$ cat src/rtl/serial_link_credit_sync.sv
// Credit-based flow-control stage for one virtual channel of the serial-link NoC bridge.
// Define SERIAL_LINK_CREDIT_SYNC_ASSERT_EN to compile in the protocol checker.

`ifdef SERIAL_LINK_CREDIT_SYNC_ASSERT_EN
module serial_link_credit_sync_checker #(
  parameter int NumCredits  = 8,
  parameter int CreditWidth = $clog2(NumCredits + 1)
) (
  input logic                   clk_i,
  input logic                   rst_ni,
  input logic [CreditWidth-1:0] avail_i,
  input logic [CreditWidth:0]   inc_i,
  input logic                   data_acc_i,
  input logic                   req_cred_i,
  input logic                   send_valid_o_i,
  input logic                   send_ready_i_i,
  input logic                   credits_only_i
);

  // Returned credits must never push the pool beyond the remote buffer depth.
  a_no_overflow: assert property (@(posedge clk_i) disable iff (!rst_ni)
    ({1'b0, avail_i} + inc_i) <= (CreditWidth + 1)'(NumCredits));

  // A credit-consuming data beat must never go out with an empty pool.
  a_no_underflow: assert property (@(posedge clk_i) disable iff (!rst_ni)
    !(data_acc_i && req_cred_i && (avail_i == '0)));

  // A stalled downstream beat stays presented and keeps its kind.
  a_hold_beat: assert property (@(posedge clk_i) disable iff (!rst_ni)
    (send_valid_o_i && !send_ready_i_i) |=> (send_valid_o_i && $stable(credits_only_i)));

endmodule
`endif

module serial_link_credit_sync #(
  parameter int DataWidth        = 32,
  parameter int NumCredits       = 8,
  parameter int CreditWidth      = $clog2(NumCredits + 1),
  parameter int ForceSendThresh  = NumCredits - 4,
  parameter bit CredOnlyConsCred = 1'b0
) (
  input  logic                   clk_i,
  input  logic                   rst_ni,
  input  logic [DataWidth-1:0]   data_to_send_i,
  input  logic                   send_valid_i,
  output logic                   send_ready_o,
  output logic [DataWidth-1:0]   data_to_send_o,
  output logic                   send_valid_o,
  input  logic                   send_ready_i,
  output logic                   credits_only_packet_o,
  output logic [CreditWidth-1:0] credits_to_send_o,
  input  logic                   req_cred_to_buffer_msg,
  input  logic [CreditWidth-1:0] credits_received_i,
  input  logic                   receive_cred_i,
  input  logic                   buffer_queue_out_val_i,
  input  logic                   buffer_queue_out_rdy_i,
  input  logic                   allow_cred_consume_i,
  input  logic                   consume_cred_to_send_i
);

  localparam int                   SumWidth  = CreditWidth + 1;
  localparam logic [SumWidth-1:0]  MaxSum    = SumWidth'(NumCredits);
  localparam logic [CreditWidth-1:0] Thresh  = CreditWidth'(ForceSendThresh);

  logic [CreditWidth-1:0] avail_q, avail_d;
  logic [CreditWidth-1:0] owed_q, owed_d;
  logic                   pending_q, pending_d;

  logic                   credit_ok_s;
  logic                   data_valid_s;
  logic                   force_s;
  logic                   cred_only_s;
  logic                   data_acc_s;
  logic                   cred_acc_s;
  logic                   dec_s;
  logic [SumWidth-1:0]    inc_s;
  logic [SumWidth-1:0]    avail_sum_s;
  logic [SumWidth-1:0]    owed_sum_s;

  // Beat selection, handshake outputs and next-state computation.
  always_comb begin
    credit_ok_s  = !req_cred_to_buffer_msg || (avail_q != '0);
    data_valid_s = send_valid_i && credit_ok_s;
    force_s      = allow_cred_consume_i && (owed_q >= Thresh) &&
                   (!CredOnlyConsCred || (avail_q != '0));
    // A held credit-only beat wins over anything newly offered.
    cred_only_s  = pending_q || (force_s && !data_valid_s);

    data_to_send_o        = data_to_send_i;
    credits_only_packet_o = cred_only_s;
    if (cred_only_s) begin
      send_valid_o = 1'b1;
      send_ready_o = 1'b0;
    end else begin
      send_valid_o = data_valid_s;
      send_ready_o = send_ready_i && credit_ok_s;
    end

    data_acc_s = !cred_only_s && data_valid_s && send_ready_i;
    cred_acc_s = cred_only_s && send_ready_i;
    dec_s      = (data_acc_s && req_cred_to_buffer_msg) || (cred_acc_s && CredOnlyConsCred);
    inc_s      = receive_cred_i ? {1'b0, credits_received_i} : '0;

    // Wide sum so a simultaneous return and consume never wraps before saturation.
    avail_sum_s = {1'b0, avail_q} + inc_s - {{(SumWidth-1){1'b0}}, dec_s};
    if (avail_sum_s > MaxSum) begin
      avail_d = CreditWidth'(NumCredits);
    end else begin
      avail_d = avail_sum_s[CreditWidth-1:0];
    end

    owed_sum_s = (consume_cred_to_send_i ? '0 : {1'b0, owed_q}) +
                 {{(SumWidth-1){1'b0}}, (buffer_queue_out_val_i && buffer_queue_out_rdy_i)};
    if (owed_sum_s > MaxSum) begin
      owed_d = CreditWidth'(NumCredits);
    end else begin
      owed_d = owed_sum_s[CreditWidth-1:0];
    end

    pending_d = cred_only_s && !send_ready_i;
  end

  // Credit pools and the held credit-only beat.
  always_ff @(posedge clk_i or negedge rst_ni) begin
    if (!rst_ni) begin
      avail_q   <= CreditWidth'(NumCredits);
      owed_q    <= '0;
      pending_q <= 1'b0;
    end else begin
      avail_q   <= avail_d;
      owed_q    <= owed_d;
      pending_q <= pending_d;
    end
  end

  assign credits_to_send_o = owed_q;

`ifdef SERIAL_LINK_CREDIT_SYNC_ASSERT_EN
  serial_link_credit_sync_checker #(
    .NumCredits (NumCredits),
    .CreditWidth(CreditWidth)
  ) u_checker (
    .clk_i         (clk_i),
    .rst_ni        (rst_ni),
    .avail_i       (avail_q),
    .inc_i         (inc_s),
    .data_acc_i    (data_acc_s),
    .req_cred_i    (req_cred_to_buffer_msg),
    .send_valid_o_i(send_valid_o),
    .send_ready_i_i(send_ready_i),
    .credits_only_i(credits_only_packet_o)
  );
`endif

endmodule

$ cat config.mk
export PLATFORM = sky130hd
export DESIGN_NAME = serial_link_credit_sync
export DESIGN_NICKNAME = d
export VERILOG_FILES = /design/src/rtl/serial_link_credit_sync.sv
export SDC_FILE = /design/constraint.sdc
export NUM_CORES = 1
export LEC_CHECK = 0
export CAP_MARGIN = 5
export CORE_ASPECT_RATIO = 0.9
export CORE_MARGIN = 2
export CORE_UTILIZATION = 30
export CTS_CLUSTER_DIAMETER = 50
export DETAILED_ROUTE_END_ITERATION = 8
export MAX_ROUTING_LAYER = met4
export PLACE_DENSITY = 0.8
export SLEW_MARGIN = 20
export SYNTH_ARGS = -nofsm -noshare
export SYNTH_HDL_FRONTEND = slang
export SYNTH_SLANG_ARGS = --single-unit
$ cat constraint.sdc
create_clock -name clk_i -period 3 [get_ports clk_i]
set_clock_uncertainty 0.15 [all_clocks]
set_input_delay 0.9 -clock clk_i [delete_from_list [all_inputs] [get_ports clk_i]]
set_output_delay 0.9 -clock clk_i [all_outputs]
set_load 0.02 [all_outputs]
==> results by group <==
Status
  – Status: complete, no violations

Critical path
  – CP Launch Type: input pin
  – Worst R2R Setup Slack: 0.25 ns
  – CP Cell Sequence: clkdlybuf4s15_1 > nor2b_4 > and4b_2 > ha_4 > inv_2 > ha_4 > inv_2 > fa_2 > nand2b_4 > a21oi_4 > xor2_4 > nor3b_2
  – Worst path required time: just under 3 ns
  – Slowest Stage Delay on Critical Path: around 0.36 ns
  – CP max stage cell: fa_2
  – FF-to-FF End: avail_q[0]$_DFF_PN0_
  – WS Path Type: input pin to flip-flop
  – Crit-path max FO: 4
  – Nature of the critical path endpoint: flip-flop
  – Critical Path AT: ~2.9 ns
  – FF-to-FF Start: avail_q[0]$_DFF_PN0_
  – Worst-case reg-to-reg path depth: 11

Yosys
  – Synth warnings: 0
  – Mux share of post-synthesis cell area: 0
  – Sequential area share after synthesis: 0.240
  – Synthesis-stage register bit count: 9
  – Compound-Gate Fraction of Synth Area: 0.0757
  – Post-Syn Area per Cell: 8.81 um^2
  – Main synth FF type: dfrtp_1
  – Main combinational cell family by area after synthesis: buffers and inverters
  – Simple-gate share of the synthesized area: 0.194
  – Post-Synth Adder-Cell Area: 0.154
  – Mapped cell area: 942 um^2
  – Synth Instances: between 100 and 150
  – Syn nets: 164
  – Fraction of registers with async set/reset: 1.00
  – Synth unique cells: 28
  – Post-synth EDFFs: 0
  – Post-synthesis xor/xnor area fraction: 0.0372

Die
  – Boundary Pins: 85
  – Core Area: approximately 3000 um^2
  – Row count: 19
  – Die X: roughly 63 um
  – Height of the die: between 50 and 60 um
  – Initial Util: 0.312
  – Die area: 3610 um^2

Cells and area
  – Final nets: 160
  – Final instance area: 1080 um^2
  – Layout Utilization: 0.357
  – Non-filler cells, final: ~140
  – ANT cells: 0
  – Area grow syn2layout: 14.3%
  – Layout cell share with drive strength beyond 1: 0.275
  – Most common cell after layout, fill and taps aside: clkdlybuf4s50_1
  – Most frequent cells in the layout: clkdlybuf4s50_1 (12), inv_1 (9), ha_1 (8), dfrtp_1 (8), nand2_1 (6)

Clocking
  – Root Driver: clkbuf_4
  – Worst-skew pair later-pin latency: 0.26 ns
  – Num Clock Sinks: 9
  – Max Root-Sink Buffers: 2
  – TritonCTS clock tree: yes
  – CTS clk-pin slew, worst paths: around 0.060 ns
  – H-tree Lvls: 1
  – Cts bufs inserted: 3

Timing
  – Max Transition Viols Final: 0
  – Achievable Freq: approximately 0.34 GHz
  – Final Critical Period: approximately 2.9 ns
  – Final hold vios: 0
  – Tightest Pin Transition: 0.496 ns
  – Period utilization: 0.967
  – Fin Setup TNS: 0 ns
  – RSZ-0062 raised after global routing: false
  – Final setup viols: 0
  – Slew headroom: 0.667

Min path
  – WHS Path Cells: 2
  – Hold endpoint: credits_to_send_o[2]$_DFF_PN0_
  – Hold Startpoint: credits_to_send_o[2]$_DFF_PN0_
  – Hold Crit Class: flip-flop to flip-flop

Place
  – GP Congestion: just over 0.7
  – I/O Buffers: 20
  – Cells after DPL: between 100 and 150
  – HPWL Detailed: around 1.3 mm
  – Placed cell areas: between 900 and 1000 um^2

Route
  – Routed wire length: 1.68 mm
  – Routed via count: roughly 610
  – First-iteration detailed-routing DRC count: 15
  – DR vias/cell: around 4.3
  – Detail Route Antenna Nets: 0
  – DR DRC count: 0
  – TritonRoute pass-1 iters: 4
  – WL/cell: 11.6 um

GRT
  – Global Route Usage Sum: 0.104
  – Largest net degree at the start of global routing: 10
  – Number of global-route vias before repair: 652
  – Initial antenna violation count: 0
  – First-pass GRT wire length: roughly 2.8 mm
  – Total gr overflow: 0

Power
  – Maximum VDD drop: between 150 and 200 uV
  – Power consumption: between 0.6 and 0.7 mW
  – Static Leak: about 0.51 nW
  – Power per standard cell area: slightly below 600 nW/um^2

Job
  – Max Cap Violations: 0
## worst max-delay path by stage
stage	from	to	slack, ns
2_1_floorplan	send_ready_i	avail_q[2]$_DFF_PN0_	0.02
3_3_place_gp	send_ready_i	avail_q[2]$_DFF_PN0_	-0.48
3_5_place_dp	send_ready_i	avail_q[2]$_DFF_PN0_	-0.62
4_1_cts	allow_cred_consume_i	credits_only_packet_o	0.003
5_1_grt	send_ready_i	avail_q[0]$_DFF_PN0_	0.01
6_report	send_ready_i	avail_q[0]$_DFF_PN0_	0.1
## critical path, delay by kind of cell
family,cells,cell delay [ns]
compound gates,1,0.18
xor+xnor,1,0.23
simple gates,4,0.61
fa+ha+maj,3,0.68
buf+inv,3,0.28
## sequential cells by signal, indices dropped and copies added, names as in the netlist
signal,count
avail_q,4
pending_q,1
credits_to_send_o,4
## where the power goes
group          internal, mW  switching (mW)  total, mW
registers             0.147          0.0212      0.168
clock network        0.0513          0.0432     0.0945
logic                 0.172           0.199      0.371
total                 0.370           0.263      0.633
## logic make-up after synthesis
kind of cell,count (synthesis)
simple gates,29
xor+xnor,4
flops,9
buf+inv,43
fa+ha+maj,11
compound gates,11
## stage by stage
| step | worst slack [ns] | hold WS, ns |
|---|---|---|
| floorplan | 0.0210 | 0.454 |
| global placement | -0.485 | 0.429 |
| detailed placement | -0.622 | 0.445 |
| CTS | 0.00296 | 0.457 |
| global route | 0.0130 | 0.521 |
| finish | 0.0993 | 0.459 |
## routing by layer
layer | global-route usage | vias up | part of all wire
li1 | - | 303 | -
met1 | 0.0975 | 290 | 0.39
met2 | 0.185 | 16 | 0.54
met3 | 0.0434 | 5 | 0.056
met4 | 0.0508 | 0 | 0.019
met5 | - | - | 0
## cell usage after synthesis, types with 2 or more instances
| cell | number | area, um^2 |
|---|---|---|
| nor2_1 | 5 | 18.8 |
| buf_4 | 32 | 240 |
| dfrtp_1 | 8 | 200 |
| and2b_1 | 2 | 15.0 |
| xnor2_1 | 2 | 17.5 |
| o21ai_0 | 4 | 20.0 |
| nor2b_1 | 4 | 25.0 |
| xor2_1 | 2 | 17.5 |
| inv_1 | 11 | 41.3 |
| ha_1 | 10 | 125 |
| nor3_1 | 3 | 15.0 |
| nand2_1 | 7 | 26.3 |
| a21oi_1 | 2 | 10.0 |
## cell type report
| class | instances | area, um^2 |
|---|---|---|
| Clock buffer | 4 | 26.3 |
| Fill cell | 306 | 1940 |
| Inverter | 11 | 41.3 |
| Multi-Input combinational cell | 55 | 524 |
| Sequential cell | 9 | 226 |
| Tap cell | 42 | 52.6 |
| Timing Repair Buffer | 23 | 206 |
## timing repair
action,in CTS,in global routing
hold buffers,0,0
endpoints found under the setup margin,7,7
pin swaps,4,6
buffers inserted,1,0
resized for setup,22,13
Note: power is estimated with default switching activity, not from simulation.
